<file path="config.mk">
export PLATFORM = sky130hd
export DESIGN_NAME = pwm_ramp_controller_flat
export DESIGN_NICKNAME = d
export VERILOG_FILES = /design/src/rtl/pwm_ctrl_pkg.sv /design/src/rtl/pwm_ramp_controller_if.sv /design/src/rtl/pwm_step_timer.sv /design/src/rtl/pwm_ramp_controller.sv /design/src/flat_wrapper.sv
export SDC_FILE = /design/constraint.sdc
export NUM_CORES = 1
export LEC_CHECK = 0
export CELL_PAD_IN_SITES_DETAIL_PLACEMENT = 0
export CELL_PAD_IN_SITES_GLOBAL_PLACEMENT = 1
export CORE_MARGIN = 3
export CORE_UTILIZATION = 37
export CTS_CLUSTER_DIAMETER = 40
export CTS_CLUSTER_SIZE = 20
export DETAILED_ROUTE_END_ITERATION = 8
export GPL_TIMING_DRIVEN = 0
export PLACE_DENSITY = 0.73
export SLEW_MARGIN = 0
export SYNTH_ARGS = -nofsm -noshare
export SYNTH_HDL_FRONTEND = slang
export SYNTH_SLANG_ARGS = --single-unit
</file>
<file path="constraint.sdc">
create_clock -name clk -period 1.86 [get_ports clk]
set_input_delay 0.372 -clock clk [delete_from_list [all_inputs] [get_ports clk]]
set_output_delay 0.372 -clock clk [all_outputs]
set_load 0.02 [all_outputs]
</file>
<file path="src/rtl/pwm_ctrl_pkg.sv">
// ============================================================================
// Module      : pwm_ctrl_pkg
// Description : Shared types and defaults for the PWM duty ramp controller.
// Revision    : 1.0 - initial release
// ============================================================================
`default_nettype none

package pwm_ctrl_pkg;

  typedef enum logic {
    S_IDLE,
    S_RAMP
  } ramp_state_t;

  localparam int DUTY_W_DEF = 2;

  typedef logic [DUTY_W_DEF-1:0] duty_t;

endpackage : pwm_ctrl_pkg

`default_nettype wire

</file>
<file path="src/rtl/pwm_ramp_controller_if.sv">
// ============================================================================
// Module      : pwm_ramp_controller_if
// Description : Request handshake, emergency stop and duty/status outputs.
// Revision    : 1.0 - initial release
// ============================================================================
`default_nettype none

interface pwm_ramp_controller_if #(
  parameter int DUTY_W = pwm_ctrl_pkg::DUTY_W_DEF
);

  logic              req_valid;
  logic [DUTY_W-1:0] req_target;
  logic              req_ready;
  logic              stop;
  logic [DUTY_W-1:0] duty_cycle;
  logic              busy;
  logic              done;

  // Control side drives requests and stop; the ramp controller owns the rest.
  modport master (
    output req_valid,
    output req_target,
    output stop,
    input  req_ready,
    input  duty_cycle,
    input  busy,
    input  done
  );

  modport slave (
    input  req_valid,
    input  req_target,
    input  stop,
    output req_ready,
    output duty_cycle,
    output busy,
    output done
  );

endinterface : pwm_ramp_controller_if

`default_nettype wire

</file>
<file path="src/rtl/pwm_step_timer.sv">
// ============================================================================
// Module      : pwm_step_timer
// Description : Free-running step divider; one-cycle tick when the count wraps.
// Revision    : 1.0 - initial release
// ============================================================================
`default_nettype none

module pwm_step_timer #(
  parameter int STEP_CYCLES = 10
) (
  input  logic clk,
  input  logic reset,
  input  logic clear_i,
  input  logic enable_i,
  output logic tick_o
);

  localparam int              CNT_W = (STEP_CYCLES > 1) ? $clog2(STEP_CYCLES) : 1;
  localparam logic [CNT_W-1:0] LAST  = CNT_W'(STEP_CYCLES - 1);

  logic [CNT_W-1:0] count_q;
  logic [CNT_W-1:0] count_d;
  logic             wrap;

  assign wrap = (count_q == LAST);

  always_comb begin
    count_d = count_q;
    if (clear_i) begin
      count_d = '0;
    end else if (enable_i) begin
      count_d = wrap ? '0 : count_q + CNT_W'(1);
    end
  end

  // Clear wins over enable so an accept edge never produces a stray tick.
  assign tick_o = enable_i && !clear_i && wrap;

  always_ff @(posedge clk or posedge reset) begin
    if (reset) begin
      count_q <= '0;
    end else begin
      count_q <= count_d;
    end
  end

endmodule : pwm_step_timer

`default_nettype wire

</file>
<file path="src/rtl/pwm_ramp_controller.sv">
// ============================================================================
// Module      : pwm_ramp_controller
// Description : Steps the PWM duty level toward a requested target, one level
//               per STEP_CYCLES clocks, with an overriding emergency stop.
// Revision    : 1.0 - initial release
// ============================================================================
`default_nettype none

module pwm_ramp_controller
  import pwm_ctrl_pkg::*;
#(
  parameter int DUTY_W      = DUTY_W_DEF,
  parameter int STEP_CYCLES = 10
) (
  input  logic                  clk,
  input  logic                  reset,
  pwm_ramp_controller_if.slave  ctrl
);

  ramp_state_t       state_q;
  ramp_state_t       state_d;
  logic [DUTY_W-1:0] duty_q;
  logic [DUTY_W-1:0] duty_d;
  logic [DUTY_W-1:0] target_q;
  logic [DUTY_W-1:0] target_d;
  logic              done_q;
  logic              done_d;
  logic              tmr_clear;
  logic              tmr_enable;
  logic              tmr_tick;
  logic              req_ready;

  assign req_ready = (state_q == S_IDLE) && !ctrl.stop;

  pwm_step_timer #(
    .STEP_CYCLES (STEP_CYCLES)
  ) u_step_timer (
    .clk      (clk),
    .reset    (reset),
    .clear_i  (tmr_clear),
    .enable_i (tmr_enable),
    .tick_o   (tmr_tick)
  );

  always_comb begin
    state_d    = state_q;
    duty_d     = duty_q;
    target_d   = target_q;
    done_d     = 1'b0;
    tmr_clear  = 1'b0;
    tmr_enable = 1'b0;

    if (ctrl.stop) begin
      state_d   = S_IDLE;
      duty_d    = '0;
      target_d  = '0;
      tmr_clear = 1'b1;
    end else begin
      case (state_q)
        S_IDLE: begin
          if (ctrl.req_valid) begin
            if (ctrl.req_target != duty_q) begin
              target_d  = ctrl.req_target;
              tmr_clear = 1'b1;
              state_d   = S_RAMP;
            end else begin
              done_d = 1'b1;
            end
          end
        end

        S_RAMP: begin
          tmr_enable = 1'b1;
          if (tmr_tick) begin
            // target_q is in range and differs from duty_q, so no wrap is possible.
            duty_d = (duty_q < target_q) ? duty_q + DUTY_W'(1)
                                         : duty_q - DUTY_W'(1);
            if (duty_d == target_q) begin
              state_d = S_IDLE;
              done_d  = 1'b1;
            end
          end
        end

        default: begin
          state_d = S_IDLE;
        end
      endcase
    end
  end

  always_ff @(posedge clk or posedge reset) begin
    if (reset) begin
      state_q  <= S_IDLE;
      duty_q   <= '0;
      target_q <= '0;
      done_q   <= 1'b0;
    end else begin
      state_q  <= state_d;
      duty_q   <= duty_d;
      target_q <= target_d;
      done_q   <= done_d;
    end
  end

  assign ctrl.req_ready  = req_ready;
  assign ctrl.duty_cycle = duty_q;
  assign ctrl.busy       = (state_q == S_RAMP);
  assign ctrl.done       = done_q;

endmodule : pwm_ramp_controller

`default_nettype wire

</file>
<file path="src/flat_wrapper.sv">
// flat-port wrapper written by rule: the top's interface ports become plain ports
module pwm_ramp_controller_flat import pwm_ctrl_pkg::*;
#(
  parameter int DUTY_W      = DUTY_W_DEF,
  parameter int STEP_CYCLES = 10
)
  (clk, reset, ctrl_req_valid, ctrl_req_target, ctrl_stop, ctrl_req_ready, ctrl_duty_cycle, ctrl_busy, ctrl_done);
  pwm_ramp_controller_if #(.DUTY_W(DUTY_W)) ctrl_i ();
  input  logic clk;
  input  logic reset;
  input wire logic [$bits(ctrl_i.req_valid)-1:0] ctrl_req_valid;
  input wire logic [$bits(ctrl_i.req_target)-1:0] ctrl_req_target;
  input wire logic [$bits(ctrl_i.stop)-1:0] ctrl_stop;
  output wire logic [$bits(ctrl_i.req_ready)-1:0] ctrl_req_ready;
  output wire logic [$bits(ctrl_i.duty_cycle)-1:0] ctrl_duty_cycle;
  output wire logic [$bits(ctrl_i.busy)-1:0] ctrl_busy;
  output wire logic [$bits(ctrl_i.done)-1:0] ctrl_done;
  assign ctrl_i.req_valid = ctrl_req_valid;
  assign ctrl_i.req_target = ctrl_req_target;
  assign ctrl_i.stop = ctrl_stop;
  assign ctrl_req_ready = ctrl_i.req_ready;
  assign ctrl_duty_cycle = ctrl_i.duty_cycle;
  assign ctrl_busy = ctrl_i.busy;
  assign ctrl_done = ctrl_i.done;
  pwm_ramp_controller #(.DUTY_W(DUTY_W), .STEP_CYCLES(STEP_CYCLES)) u_core (.clk(clk), .reset(reset), .ctrl(ctrl_i));
endmodule
</file>
# Yosys cells after proc, flatten, opt, wreduce, memory -nomap -nowiden
# Index checks and enable logic that the tools add are counted.
totals:
  register_bits: 10
  input_bits: 6
  output_inout_bits: 5
  wordCells: 53
op_classes:
  add_sub_neg: 3
  n_lt_le_gt_ge: 1
  eq_ne: 4
  n_mux: 27
  bitwise: 1
  n_reduce_logical: 12
op_table:
  columns: ["operator", "count"]
  rows:
  - ["two-way mux 2 bit", 8]
  - ["two-way mux 1 bit", 14]
  - ["two-way mux 4 bit", 3]
  - ["nonzero test 2 bit", 5]
  - ["adder 4 x 1 -> 4 bit (second input constant)", 1]
  - ["== test 4 bit (second input constant)", 1]
  - ["one-hot mux 1 bit (2 select lines)", 2]
  - ["logical AND 1 bit", 3]
  - ["AND reduction 3 bit", 1]
  - ["adder 2 x 1 -> 2 bit (second input constant)", 1]
  - ["== test 2 bit", 1]
  - ["zero test 1 bit", 2]
  - ["less-than comparator 2 bit", 1]
  - ["!= test 2 bit", 1]
  - ["!= test 2 bit (second input constant)", 1]
  - ["AND reduction 2 bit", 1]
  - ["subtractor 2 x 1 -> 2 bit (second input constant)", 1]
  - ["NOT 1 bit", 1]

# Depth between registers and ports, before layout
depth:
  word_depth: 11
  depth_mapped: 6
  depth_no_buf: 6

# By module
# Synthesis repeated with hierarchy kept, for this count alone.
unflattened:
  cells_unflattened: 69
  area_unflattened_um2: 655.6
by_module_without_submodules:
  columns: ["module", "instances", "cells_per_inst", "area_per_inst_um2", "seq_area_each_um2"]
  rows:
  - ["pwm_ramp_controller", 1, 43, 405.4, 150.1]
  - ["pwm_step_timer", 1, 26, 250.2, 100.1]

# Least setup slack after synthesis
# OpenSTA, ideal clock, no wires.
synth_path:
  path_type: "register to register"
  startpoint: "register u_core.duty_q[0], in the netlist u_core.ctrl.duty_cycle[0]"
  endpoint: "register u_core.duty_q[1], in the netlist u_core.ctrl.duty_cycle[1]"
  setup_ns: 0.140
  arrival_ns: 1.479
  setup_slack_ns: 0.242
  stages_incl_launch_ff: 7
  n_path_buf: 0
  cell_sequence: "dfrtp_1 inv_1 ha_1 nor2b_1 nor3_1 o311ai_0 o41ai_1"
synth_via:
  elab_chain_cells: 10
synth_rtl:
  columns: ["item", "line", "text"]
  rows:
  - ["start: declaration", "pwm_ramp_controller.sv:22", "logic [DUTY_W-1:0] duty_q;"]
  - ["start signal: assignment", "pwm_ramp_controller.sv:100", "duty_q <= duty_d;"]
  - ["!= test 2 bit", "pwm_ramp_controller.sv:62", "if (ctrl.req_target != duty_q) begin"]
  - ["two-way mux 1 bit", "pwm_ramp_controller.sv:62", null]
  - ["two-way mux 1 bit", "pwm_ramp_controller.sv:61", "if (ctrl.req_valid) begin"]
  - ["two-way mux 1 bit", "pwm_ramp_controller.sv:59", "case (state_q)"]
  - ["two-way mux 1 bit", "pwm_ramp_controller.sv:53", "if (ctrl.stop) begin"]
  - ["zero test 1 bit", "pwm_step_timer.sv:37", "assign tick_o = enable_i && !clear_i && wrap;"]
  - ["logical AND 1 bit (2 in series)", "pwm_step_timer.sv:37", null]
  - ["nonzero test 2 bit (no line)", null, null]
  - ["AND reduction 2 bit (no line)", null, null]
# Several ways; a longest one is shown, not always the timed one. The select of a mux whose other input is x is not followed.
# A chain may end at the register's enable or synchronous reset.

# Final worst setup path
layout_path:
  startpoint: "register u_core.duty_q[1], in the netlist u_core.ctrl.duty_cycle[1]"
  endpoint: "output ctrl_duty_cycle[1]"
layout_rtl:
  columns: ["item", "line", "text"]
  rows:
  - ["end: declaration", "flat_wrapper.sv:15", "output wire logic [$bits(ctrl_i.duty_cycle)-1:0] ctrl_duty_cycle;"]
# No word-level cell between the ends.

==> summary.txt <==
GRT
  • All-Layer GR Usage: 13.7%
  • Met1 usage: 20.2%
  • Largest net degree at the start of global routing: 11
  • Met2 Usage GRT: 18.1%
  • Busiest layer in global routing: met1
  • GR Overflow Total: 0
  • Vias in the first global route: 435
  • First-pass GRT wire length: 2040 um
  • Initial antenna violation count: 0
  • Met3 Use GR: under 10%

Yosys
  • Post-Syn Area per Cell: 9.63 sq um
  • Synthesized flop and latch total: 10
  • Most numerous cell in the Yosys netlist: dfrtp_1
  • Ys async rst share: 100%
  • Syn nets: 72
  • Post-Synthesis Cells: 62
  • Synth area leaders: dfrtp_1, ha_1, nor2_1, xnor2_1, xor2_1
  • Top post-synthesis cells by count: dfrtp_1, nor2_1, inv_1
  • Ys flop type: dfrtp_1
  • Synth top area share: 41.9%
  • Number of synthesized flops with an enable pin: 0
  • Ys Warns: 0
  • Synthesized area: 597 sq um
  • Seq/Total Area, Yosys: 41.9%
  • Netlist cell types: 30
  • Top cell type by total area after synthesis: dfrtp_1

Cells and area
  • P&R area growth vs syn: 24.1%
  • Multi-input logic area: 320 sq um
  • Fill count: 147
  • Layout cells sized above 1: 9.33%
  • Sequential Area: 250 sq um
  • ANT cells: 0
  • Layout Nets: 86

Worst setup path
  • CP Buf/Inv Count: 1
  • Setup CP Type: reg2out
  • Cell Chain, Critical Path: clkdlybuf4s50_1
  • CP Launch Type: flip-flop
  • WP data arrival: 1400 ps
  • Crit path required time: 1490 ps
  • Worst path slowest cell: clkdlybuf4s50_1
  • Worst Setup End Kind: output port
  • CP max FO: 6
  • Max incr delay on CP: 650 ps
  • Cell family with most CP delay: buffers and inverters

Floorplan
  • Core Region: ~1400 sq um
  • Num rows: 13
  • Starting density of the core: a little over two fifths
  • Num ports: 11
  • Die width: 46.2 um
  • Die height: 46.2 um
  • Die area: 2130 sq um

Clocking
  • Worst-Skew Late Latency: 260 ps
  • Max H-tree Level: 1
  • Postcts setup bufs: 0
  • Clk buf depth: 2
  • Total CTS buffers: 3
  • Hold_buf cts: 0
  • Root Buffer: clkbuf_4
  • Clk sinks: 10
  • Clock-pin slew of the registers on the worst-case setup and hold paths: 70 ps
  • CTS tree: yes
  • Number of gates resized after cts: 1

Pwr
  • Comb pwr share: 14.9%
  • Net Sw Power: approximately 130 uW
  • Lkg Pwr: 0.000350 uW
  • Clock power frac: 39.0%
  • Worst VDD drop: slightly below 400 uV
  • Pint: between 300 and 400 uW
  • Pwr dens: slightly below 700 nW/um^2
  • Sw Share: 26.1%
  • Flop pwr share: 46.1%

Placement
  • Placer congestion estimate: between 0.7 and 0.8
  • Pre-CTS setup slack: 5.31 ps
  • Port Buffer Count: 9
  • Post-DP HPWL: 910 um

Detailed routing
  • Via count: 470
  • Total Wirelength: roughly 1200 um
  • TritonRoute pass-1 iters: 4
  • DR iter-0 viols: 11
  • Post-DR vias/cell: roughly 5.2
  • # DRC: 0
  • Avg WL per Cell: 13.1 um
  • DRT antenna net count: 0

Timing
  • RSZ-0062 raised after global routing: no
  • Slew margin rel.: 73.3%
  • Final WS setup: approximately 92 ps
  • Fin. Hold Viols: 0
  • Fin Clk Skew: 2.40 ps
  • Setup TNS: 0 ps
  • Worst Hold Margin: 382 ps
  • Final period utilization: 95.0%
  • Setup violations, final: 0
  • F_max: between 500 and 600 MHz
  • Fin. max-slew vios: 0
  • Period minus WS final: around 1800 ps
  • Worst Tran Pin Value: between 300 and 400 ps

Job
  • Max Cap Viol: 0

Min path
  • HP Class: in2async

Status
  • Status: complete, no violations
## registers in the layout, indices dropped and copies added, names as in the netlist
name	count
u_core.ctrl.busy	1
u_core.ctrl.done	1
u_core.target_q	2
u_core.ctrl.duty_cycle	2
u_core.u_step_timer.count_q	4
## cells in the final DEF (no fill, tap or decap), types with 2 or more instances in the layout
cell and count:
inv_1 6, xor2_1 3, dfrtp_1 10, clkdlybuf4s50_1 8, xnor2_1 3, nand3_1 2
nand2_1 3, mux2i_1 2, ha_1 4, a31oi_1 2, clkbuf_4 3, nor2_1 7
## routing by layer
layer | share of wire, % | wire length, um
met1 | 55 | 649
met3 | 3.6 | 43
met5 | 0 | 0
met2 | 40 | 474
met4 | 1.0 | 12
## path summary, 6_finish.rpt
kind                                                      from                              to  slack (ps)  cells past startpoint
worst max-delay path                 u_core.ctrl.duty_cycle[1]              ctrl_duty_cycle[1]          90                      1
worst min-delay path                                     reset              u_core.target_q[1]         380                      2
worst max register to register       u_core.ctrl.duty_cycle[1]       u_core.ctrl.duty_cycle[1]         210                      5
worst min register to register  u_core.u_step_timer.count_q[3]  u_core.u_step_timer.count_q[3]         500                      1
max in group asynchronous                                reset  u_core.u_step_timer.count_q[2]        1200                      2
min in group clk                                     ctrl_stop              u_core.target_q[1]         470                      2
## area by class of cell
class | count | area share (%)
Sequential cell | 10 | 33.8
Buffer | 1 | 0.507
Tap cell | 15 | 2.53
Timing Repair Buffer | 9 | 12.0
Multi-Input combinational cell | 45 | 43.2
Inverter | 6 | 3.04
Clock buffer | 4 | 4.90
## power by group through the flow
| stage | logic (uW) | clock network [uW] | registers, uW |
|---|---|---|---|
| 5_1_grt | 87.8 | 215 | 239 |
| 3_5_place_dp | 78.7 | 0 | 241 |
| 2_1_floorplan | 48.9 | 0 | 242 |
| 6_report | 76.7 | 201 | 237 |
| 4_1_cts | 77.7 | 209 | 237 |
| 3_3_place_gp | 78.1 | 0 | 242 |
## logic make-up (layout without fill, tap and decap cells)
group | count (synthesis) | in the layout | synth area share, %
muxes | 2 | 2 | 3.35
buffers and inverters | 7 | 20 | 4.40
and+or+nand+nor | 20 | 20 | 17.2
adders and majority gates | 4 | 4 | 8.39
AOI/OAI and AO/OA | 13 | 13 | 15.9
DFF | 10 | 10 | 41.9
xor gates and xnor gates | 6 | 6 | 8.81
## per-stage QoR
step	cell area (sq um)	util [%]	power (uW)	cells
global placement	706	50.4	320	86
CTS	741	53.0	524	90
global route	741	53.0	542	90
floorplan	597	-	291	62
finish	741	53.0	514	90
detailed placement	706	50.4	320	86
Note: power is estimated with default switching activity, not from simulation.
